$ cat config.mk
export PLATFORM = sky130hd
export DESIGN_NAME = optical_trap_release_seq
export DESIGN_NICKNAME = d
export VERILOG_FILES = /design/src/rtl/pt_feedback_pkg.sv /design/src/rtl/cycle_down_counter.sv /design/src/rtl/optical_trap_release_seq.sv
export SDC_FILE = /design/constraint.sdc
export NUM_CORES = 1
export LEC_CHECK = 0
export CORE_AREA = 8 8 107 85
export CTS_CLUSTER_SIZE = 10
export DETAILED_ROUTE_END_ITERATION = 16
export DIE_AREA = 0 0 115 93
export GPL_TIMING_DRIVEN = 0
export PLACE_DENSITY = 0.73
export SLEW_MARGIN = 20
export SYNTH_ARGS = -nofsm -noshare
export SYNTH_HDL_FRONTEND = slang
export SYNTH_SLANG_ARGS = --single-unit
$ cat constraint.sdc
create_clock -name clk_i -period 5.25 [get_ports clk_i]
set_input_delay 0.525 -clock clk_i [delete_from_list [all_inputs] [get_ports clk_i]]
set_output_delay 0.525 -clock clk_i [all_outputs]
set_load 0.01 [all_outputs]
$ cat src/rtl/pt_feedback_pkg.sv
// Shared definitions for the optical-trap release sequencer: FSM state encoding and
// the minimum spacing between successive trigger pulses.
package pt_feedback_pkg;

  typedef enum logic [2:0] {
    StIdle,
    StPre,
    StPulse,
    StWait,
    StDone
  } seq_state_e;

  // Triggers are never closer than this, so trig_o cannot be high on adjacent cycles.
  localparam int unsigned MinPeriod = 2;

endpackage

$ cat src/rtl/cycle_down_counter.sv
// Loadable down-counter with a zero flag; holds at zero instead of wrapping.
module cycle_down_counter #(
  parameter int unsigned COUNTER_WIDTH = 18
) (
  input  logic                     clk_i,
  input  logic                     rst_i,
  input  logic                     load_i,
  input  logic [COUNTER_WIDTH-1:0] load_val_i,
  input  logic                     dec_i,
  output logic                     zero_o
);

  logic [COUNTER_WIDTH-1:0] r_count;

  always_ff @(posedge clk_i) begin
    if (rst_i) begin
      r_count <= '0;
    end else if (load_i) begin
      r_count <= load_val_i;
    end else if (dec_i && (r_count != '0)) begin
      r_count <= r_count - COUNTER_WIDTH'(1);
    end
  end

  assign zero_o = (r_count == '0);

endmodule

$ cat src/rtl/optical_trap_release_seq.sv
// Release sequencer: after a start, waits a pre-delay, then issues num_pulses one-cycle
// triggers spaced by the period. Define OPTICAL_TRAP_SEQ_EXT_TRIG_EN to pace triggers
// from rising edges of ext_trig_i instead of the period count.
module optical_trap_release_seq
  import pt_feedback_pkg::*;
#(
  parameter int unsigned COUNTER_WIDTH   = 18,
  parameter int unsigned PULSE_CNT_WIDTH = 8
) (
  input  logic                       clk_i,
  input  logic                       rst_i,
  input  logic                       start_i,
  input  logic                       abort_i,
  input  logic                       trap_hold_i,
  input  logic [COUNTER_WIDTH-1:0]   pre_cycles_i,
  input  logic [COUNTER_WIDTH-1:0]   period_cycles_i,
  input  logic [PULSE_CNT_WIDTH-1:0] num_pulses_i,
`ifdef OPTICAL_TRAP_SEQ_EXT_TRIG_EN
  input  logic                       ext_trig_i,
`endif
  output logic                       trig_o,
  output logic                       trap_enable_o,
  output logic                       busy_o,
  output logic                       done_o,
  output logic [PULSE_CNT_WIDTH-1:0] pulse_cnt_o
);

  seq_state_e                 r_state;
  seq_state_e                 w_state_d;
  logic [PULSE_CNT_WIDTH-1:0] r_num;
  logic [PULSE_CNT_WIDTH-1:0] r_pulse_cnt;
  logic                       r_trap_en;

  logic                       w_accept;
  logic                       w_pulse_inc;
  logic                       w_cnt_load;
  logic                       w_cnt_dec;
  logic [COUNTER_WIDTH-1:0]   w_cnt_val;
  logic                       w_cnt_zero;
  logic [PULSE_CNT_WIDTH:0]   w_cnt_plus;
  logic                       w_last_pulse;
  seq_state_e                 w_first_trig_st;

`ifdef OPTICAL_TRAP_SEQ_EXT_TRIG_EN
  logic r_ext_q;
  logic w_ext_rise;

  always_ff @(posedge clk_i) begin
    if (rst_i) begin
      r_ext_q <= 1'b0;
    end else begin
      r_ext_q <= ext_trig_i;
    end
  end

  assign w_ext_rise      = ext_trig_i & ~r_ext_q;
  // Every trigger, including the first, waits for an external edge.
  assign w_first_trig_st = StWait;
`else
  logic [COUNTER_WIDTH-1:0] r_period;
  logic [COUNTER_WIDTH-1:0] w_period_load;

  always_ff @(posedge clk_i) begin
    if (rst_i) begin
      r_period <= '0;
    end else if (w_accept) begin
      r_period <= period_cycles_i;
    end
  end

  // PULSE plus (load + 1) WAIT cycles gives a spacing of max(period, MinPeriod).
  assign w_period_load   = (r_period < COUNTER_WIDTH'(MinPeriod)) ? '0 :
                           r_period - COUNTER_WIDTH'(MinPeriod);
  assign w_first_trig_st = StPulse;
`endif

  assign w_cnt_plus   = {1'b0, r_pulse_cnt} + (PULSE_CNT_WIDTH + 1)'(1);
  assign w_last_pulse = (w_cnt_plus >= {1'b0, r_num});

  always_comb begin
    w_state_d   = r_state;
    w_accept    = 1'b0;
    w_pulse_inc = 1'b0;
    w_cnt_load  = 1'b0;
    w_cnt_dec   = 1'b0;
    w_cnt_val   = '0;
    case (r_state)
      StIdle: begin
        if (start_i && !abort_i) begin
          w_accept = 1'b1;
          if (num_pulses_i == '0) begin
            w_state_d = StDone;
          end else if (pre_cycles_i != '0) begin
            // The pre delay lives only in the counter; it is the latched copy.
            w_state_d  = StPre;
            w_cnt_load = 1'b1;
            w_cnt_val  = pre_cycles_i - COUNTER_WIDTH'(1);
          end else begin
            w_state_d = w_first_trig_st;
          end
        end
      end
      StPre: begin
        if (w_cnt_zero) begin
          w_state_d = w_first_trig_st;
        end else begin
          w_cnt_dec = 1'b1;
        end
      end
      StPulse: begin
        w_pulse_inc = 1'b1;
        if (w_last_pulse) begin
          w_state_d = StDone;
        end else begin
          w_state_d = StWait;
`ifndef OPTICAL_TRAP_SEQ_EXT_TRIG_EN
          w_cnt_load = 1'b1;
          w_cnt_val  = w_period_load;
`endif
        end
      end
      StWait: begin
`ifdef OPTICAL_TRAP_SEQ_EXT_TRIG_EN
        if (w_ext_rise) begin
          w_state_d = StPulse;
        end
`else
        if (w_cnt_zero) begin
          w_state_d = StPulse;
        end else begin
          w_cnt_dec = 1'b1;
        end
`endif
      end
      StDone: begin
        w_state_d = StIdle;
      end
      default: begin
        w_state_d = StIdle;
      end
    endcase
    if (abort_i && (r_state != StIdle)) begin
      w_state_d = StIdle;
    end
  end

  always_ff @(posedge clk_i) begin
    if (rst_i) begin
      r_state     <= StIdle;
      r_num       <= '0;
      r_pulse_cnt <= '0;
      r_trap_en   <= 1'b0;
    end else begin
      r_state   <= w_state_d;
      r_trap_en <= busy_o | trap_hold_i;
      if (w_accept) begin
        r_num       <= num_pulses_i;
        r_pulse_cnt <= '0;
      end else if (w_pulse_inc && (r_pulse_cnt != '1)) begin
        // A trigger already issued is counted even if abort arrives in its cycle.
        r_pulse_cnt <= r_pulse_cnt + PULSE_CNT_WIDTH'(1);
      end
    end
  end

  cycle_down_counter #(
    .COUNTER_WIDTH(COUNTER_WIDTH)
  ) u_delay_cnt (
    .clk_i     (clk_i),
    .rst_i     (rst_i),
    .load_i    (w_cnt_load),
    .load_val_i(w_cnt_val),
    .dec_i     (w_cnt_dec),
    .zero_o    (w_cnt_zero)
  );

  assign trig_o        = (r_state == StPulse);
  assign busy_o        = (r_state != StIdle);
  assign done_o        = (r_state == StDone);
  assign pulse_cnt_o   = r_pulse_cnt;
  assign trap_enable_o = r_trap_en;

endmodule

After elaboration in Yosys (flattened, before gate mapping)
Index checks and enable logic that the tools add are counted.
W data, S select, Z words.
{"block": "classes", "n_addsub": 5, "n_lt_le_gt_ge": 2, "n_eq_ne": 7, "mux": 24, "bitwise_logic": 1, "reduce_logical": 16}
{"operator": "$mux W18", "n": 7}
{"operator": "$pmux W18 S2", "n": 1}
{"operator": "$reduce_bool A18 Y1", "n": 2}
{"operator": "$sub A18 B1 Y18 const B", "n": 2}
{"operator": "$logic_not A18 Y1", "n": 1}
{"operator": "$lt A18 B2 Y1 const B", "n": 1}
{"operator": "$sub A18 B2 Y18 const B", "n": 1}
{"operator": "$mux W3", "n": 4}
{"operator": "$add A8 B1 Y9 const B", "n": 1}
{"operator": "$ge A9 B8 Y1", "n": 1}
{"operator": "$mux W1", "n": 9}
{"operator": "$pmux W3 S3", "n": 1}
{"operator": "$add A8 B1 Y8 const B", "n": 1}
{"operator": "$logic_not A8 Y1", "n": 1}
{"operator": "$ne A8 B8 Y1 const B", "n": 1}
{"operator": "$eq A3 B2 Y1 const B", "n": 2}
{"operator": "$reduce_or A2 Y1", "n": 3}
{"operator": "$logic_and A1 B1 Y1", "n": 4}
{"operator": "$eq A3 B1 Y1 const B", "n": 1}
{"operator": "$eq A3 B3 Y1 const B", "n": 1}
{"operator": "$logic_not A3 Y1", "n": 1}
{"operator": "$reduce_bool A3 Y1", "n": 1}
{"operator": "$mux W2", "n": 1}
{"operator": "$ne A2 B1 Y1 const B", "n": 1}
{"operator": "other kinds (6)", "n": 6}
{"block": "word_totals", "ff_bits": 56, "input_bits": 49, "output_inout_bits": 12, "wordCells": 61}

Longest topological paths before layout
{"block": "logic_depth", "depth_word": 6, "depth_mapped": 12, "mapped_depth_nobuf": 11}

Cells and area by module
Synthesis repeated with hierarchy kept, for this count alone.
{"block": "unflattened", "hier_cells": 458, "area_unflattened_um2": 3589.7}
{"mod": "optical_trap_release_seq", "n_inst": 1, "cells_per_inst": 331, "area_per_inst_um2": 2541.2, "seq_area_each_um2": 760.7}
{"mod": "cycle_down_counter", "n_inst": 1, "cells_per_inst": 127, "area_per_inst_um2": 1048.5, "seq_area_each_um2": 360.3}

Worst setup path after synthesis
OpenSTA, ideal clock, no wires.
{"block": "synth_timing", "path_type": "flip-flop to flip-flop", "from": "register r_pulse_cnt[0] (netlist: pulse_cnt_o[0])", "to": "register u_delay_cnt.r_count[5]", "setup_ns": 0.095, "arrival_ns": 2.929, "required_time_ns": 5.155, "path_slack_ns": 2.226, "stages_incl_launch_ff": 13, "path_buffers": 1, "path_cell_list": "dfxtp_1 ha_1 nand3_1 nor2_1 xor2_1 ha_1 and3_1 nor2b_1 or4_1 nor3_1 buf_2 a22oi_1 a221oi_1"}
{"block": "synth_between", "elab_chain_len": 5}
{"element": "start: declaration", "line": "optical_trap_release_seq.sv:31", "source": "logic [PULSE_CNT_WIDTH-1:0] r_pulse_cnt;"}
{"element": "start signal: assignment", "line": "optical_trap_release_seq.sv:161", "source": "r_pulse_cnt <= r_pulse_cnt + PULSE_CNT_WIDTH'(1);"}
{"element": "$add A8 B1 Y9 (*)", "line": "optical_trap_release_seq.sv:77", "source": "assign w_cnt_plus = {1'b0, r_pulse_cnt} + (PULSE_CNT_WIDTH + 1)'(1);"}
{"element": "via w_cnt_plus[6]", "line": "optical_trap_release_seq.sv:40", "source": "logic [PULSE_CNT_WIDTH:0] w_cnt_plus;"}
{"element": "$ge A9 B8 Y1 (*)", "line": "optical_trap_release_seq.sv:78", "source": "assign w_last_pulse = (w_cnt_plus >= {1'b0, r_num});"}
{"element": "$mux W18 / $mux W1 (equally long branches)", "line": "optical_trap_release_seq.sv:112", "source": "if (w_last_pulse) begin"}
{"element": "$pmux W18 S2 / $pmux W1 S2 (equally long branches)", "line": "optical_trap_release_seq.sv:87", "source": "case (r_state)"}
{"element": "$mux W18 / $reduce_bool A2 Y1 (equally long branches)"}
{"element": "end signal: assignment", "line": "cycle_down_counter.sv:19", "source": "r_count <= load_val_i;"}
{"element": "end signal: assignment", "line": "cycle_down_counter.sv:21", "source": "r_count <= r_count - COUNTER_WIDTH'(1);"}
{"element": "end: declaration", "line": "cycle_down_counter.sv:13", "source": "logic [COUNTER_WIDTH-1:0] r_count;"}
Mark *: on every way through the listed nets, which the timed path passes. The rest lies on a longest branch.
A chain may end at the register's enable or synchronous reset.

Final worst setup path
{"block": "layout_timing", "from": "register r_pulse_cnt[0] (netlist: pulse_cnt_o[0])", "to": "register u_delay_cnt.r_count[17]"}
Same word-level chain as after synthesis.

==> results.cfg <==
[finish]
final_nets = 611
final_common_cell = nand2_1
n_antenna_cell = 0
drive_gt1_share_pct = 4.736
fillers = 723
final_cell_area_sq_um = 4483
mostFrequentLayoutCells = 81 x nand2_1, 60 x clkdlybuf4s50_1, 56 x dfxtp_1, 43 x a21oi_1, 41 x nor2_1
area_delta_synth_final_pct = 22.16

[setup_path]
cp-start-kind = register
crit_path_top_delay_cell = o21ai_1
worstPathRequired_ns = 5.46
slowest_delay_ns = 0.54
path_cells = ha_1, nand3_1, nor2_1, xor2_1, ha_1, and3_1, nor2b_1, or4_1, o21ai_1, nor3_1, a2111oi_0
cp-end-kind = register
crit_type = reg -> reg
critical_path.most_common_cell = ha_1
crit_fanout = 6
critPathArrivalTime_ns = 3.83

[timing]
rsz0062_at_grt = false
final_hold_viol_count = 0
fin_worst_skew_ns = 0.008168
holdWs_ns = 0.4631
fmax_ghz = 0.2757
period_share_pct = 69.09
period_minus_slack_ns = 3.627
maxSlewViolCount = 0
setup_viol = 0
tns_ns = 0
slew_headroom_pct = 30.61
tightest_slew_ns = 1.031

[flow_run]
cap_violations = 0

[detailed_routing]
drcViolationCount = 0
drt-initial-drc-count = 362
first_pass_iters = 6
routed_via_density = 5.884
antenna_left = 0
vias = 3848
wirelength_mm = 11.36
wl_per_cell_um = 17.37

[die]
die_h_um = 93
io_pins = 61
fp.dieW_um = 115
fp-row-count = 28
die_area_sq_um = 10700
start_util_pct = 48.95
core-area_sq_um = 7497

[synthesis]
synth_area_sq_um = 3670
ys_types = 62
ys_warn_count = 0
synth_nets = 544
yosys-top-cells-area = dfxtp_1 31%, nand2_1 8.3%, a21oi_1 5.9%, xor2_1 5.5%, xnor2_1 4.8%
synthArstFlopShare_pct = 0
yosysTopAreaCellShare_pct = 30.55
dominantRegCellSynth = dfxtp_1
syn_inst = 482
synth_edf_count = 0
yosys_register_bits = 56
netlist.top_cell.by_area = dfxtp_1
seq_area_frac_synth_pct = 30.55
avgSynthCellArea_sq_um = 7.614

[grt]
antenna_found_initial = 0
grt_usage_pct = 21.00
globalRouteOverflowTotal = 0
grt_max_degree = 17
grt_pass1_wl_mm = 18.00
grt_pass1_vias = 3589

[place]
dp_hpwl_mm = 8.979
place_congestion = 0.9049
io_buffers = 60
placed_area_sq_um = 4402

[power]
p_seq_share_pct = 44.1
leakagePower_nw = 1.630
p_int_mw = 0.7116
switchingPower_mw = 0.3958
p_sw_share_pct = 35.74
power_density_nw_per_um2 = 247.0
clkPwrFrac_pct = 21.4
ir_worst_vdd_uv = 135.7
combinationalPowerShare_pct = 34.5

[clocking]
cts_setup_buffers = 0
cts_tree = yes
clk_pin_slew_ns = 0.10
root_buffer = clkbuf_8
numCtsBuffers = 5
cts.repair.resized = 0
cts_sinks = 56
htree_levels = 2
cts_buffer_depth = 2
postCtsHoldBufs = 0
clk_latency_ns = 0.31

[worst_hold_path]
hp-class = reg -> reg

[status]
outcome = completed
==> path summary, 6_finish.rpt <==
check                                                 start                              endpoint  slack [ns]  depth (start not counted)
worst max-delay path            pulse_cnt_o[0]$_SDFFE_PP0P_  u_delay_cnt.r_count[17]$_SDFFE_PP0P_        1.62                         11
worst min-delay path                  r_num[2]$_SDFFE_PP0P_                 r_num[2]$_SDFFE_PP0P_        0.46                          2
worst max register to register  pulse_cnt_o[0]$_SDFFE_PP0P_  u_delay_cnt.r_count[17]$_SDFFE_PP0P_        1.62                         11
worst min register to register        r_num[2]$_SDFFE_PP0P_                 r_num[2]$_SDFFE_PP0P_        0.46                          2
==> critical path, delay by kind of cell, from the launching register on <==
family,cells,cell delay (ns)
AO/OA/AOI/OAI,2,0.87
XOR/XNOR,1,0.29
adder cells (fa/ha/maj),2,0.55
flip-flops,1,0.44
AND/OR/NAND/NOR,6,1.38
==> kinds of logic (layout without fill, tap and decap cells) <==
| logic type | after synthesis | count (layout) | share of synthesized area (%) |
|---|---|---|---|
| buf+inv | 38 | 105 | 4.023 |
| compound gates | 105 | 105 | 19.88 |
| mux | 3 | 3 | 0.8864 |
| xor+xnor | 43 | 43 | 10.26 |
| flops | 56 | 56 | 30.55 |
| simple gates | 224 | 224 | 29.97 |
| fa+ha+maj | 13 | 13 | 4.432 |
==> through the flow <==
step	util, %	setup WS (ns)	std cells	power [mW]
2_1_floorplan	-	2.226	482	0.7453
3_3_place_gp	58.71	1.789	647	0.8594
3_5_place_dp	58.71	1.708	647	0.8718
4_1_cts	59.80	1.684	654	1.104
5_1_grt	59.80	1.377	654	1.169
6_report	59.80	1.623	654	1.107
==> layer usage <==
layer | vias to the layer above | wire length [um] | share of wire (%) | global-route usage (%)
met1 | 1796 | 5268 | 46 | 29.54
met3 | 13 | 1046 | 9.2 | 4.057
met4 | 0 | 136 | 1.2 | 5.344
met5 | - | 0 | 0 | 0
met2 | 177 | 4912 | 43 | 32.05
li1 | 1862 | - | - | -
==> registers in the layout, indices dropped and copies added (netlist names) <==
register,count
r_period,18
r_num,8
trap_enable_o,1
pulse_cnt_o,8
r_state,3
u_delay_cnt.r_count,18
==> synthesized netlist by cell type (all sizes together) (12+ instances only) <==
cell type	number
nor2	41
inv	19
xor2	23
nor4	14
dfxtp	56
o21ai	12
nand3	15
a21oi	44
nor3	23
xnor2	20
nand2	81
ha	13
clkbuf	14
==> power by group through the flow <==
stage / Clock [mW] / Combinational (mW) / Sequential [mW]
global placement: 0 / 0.364 / 0.495
detailed placement: 0 / 0.374 / 0.498
finish: 0.237 / 0.382 / 0.489
global route: 0.257 / 0.417 / 0.494
CTS: 0.240 / 0.377 / 0.488
floorplan: 0 / 0.256 / 0.489
==> layout make-up <==
class                      count  area, sq um  area share (%)
multi-input combinational    388         2401           53.56
clock inverter                 2        12.51          0.2791
clock buffer                   5        68.82           1.535
sequential                    56         1121           25.01
tap                          105        131.4           2.931
inverter                      19        71.32           1.591
timing repair buffer          60        600.6           13.40
buffer                        19        76.32           1.702
Power figures use the tool's default switching activity.
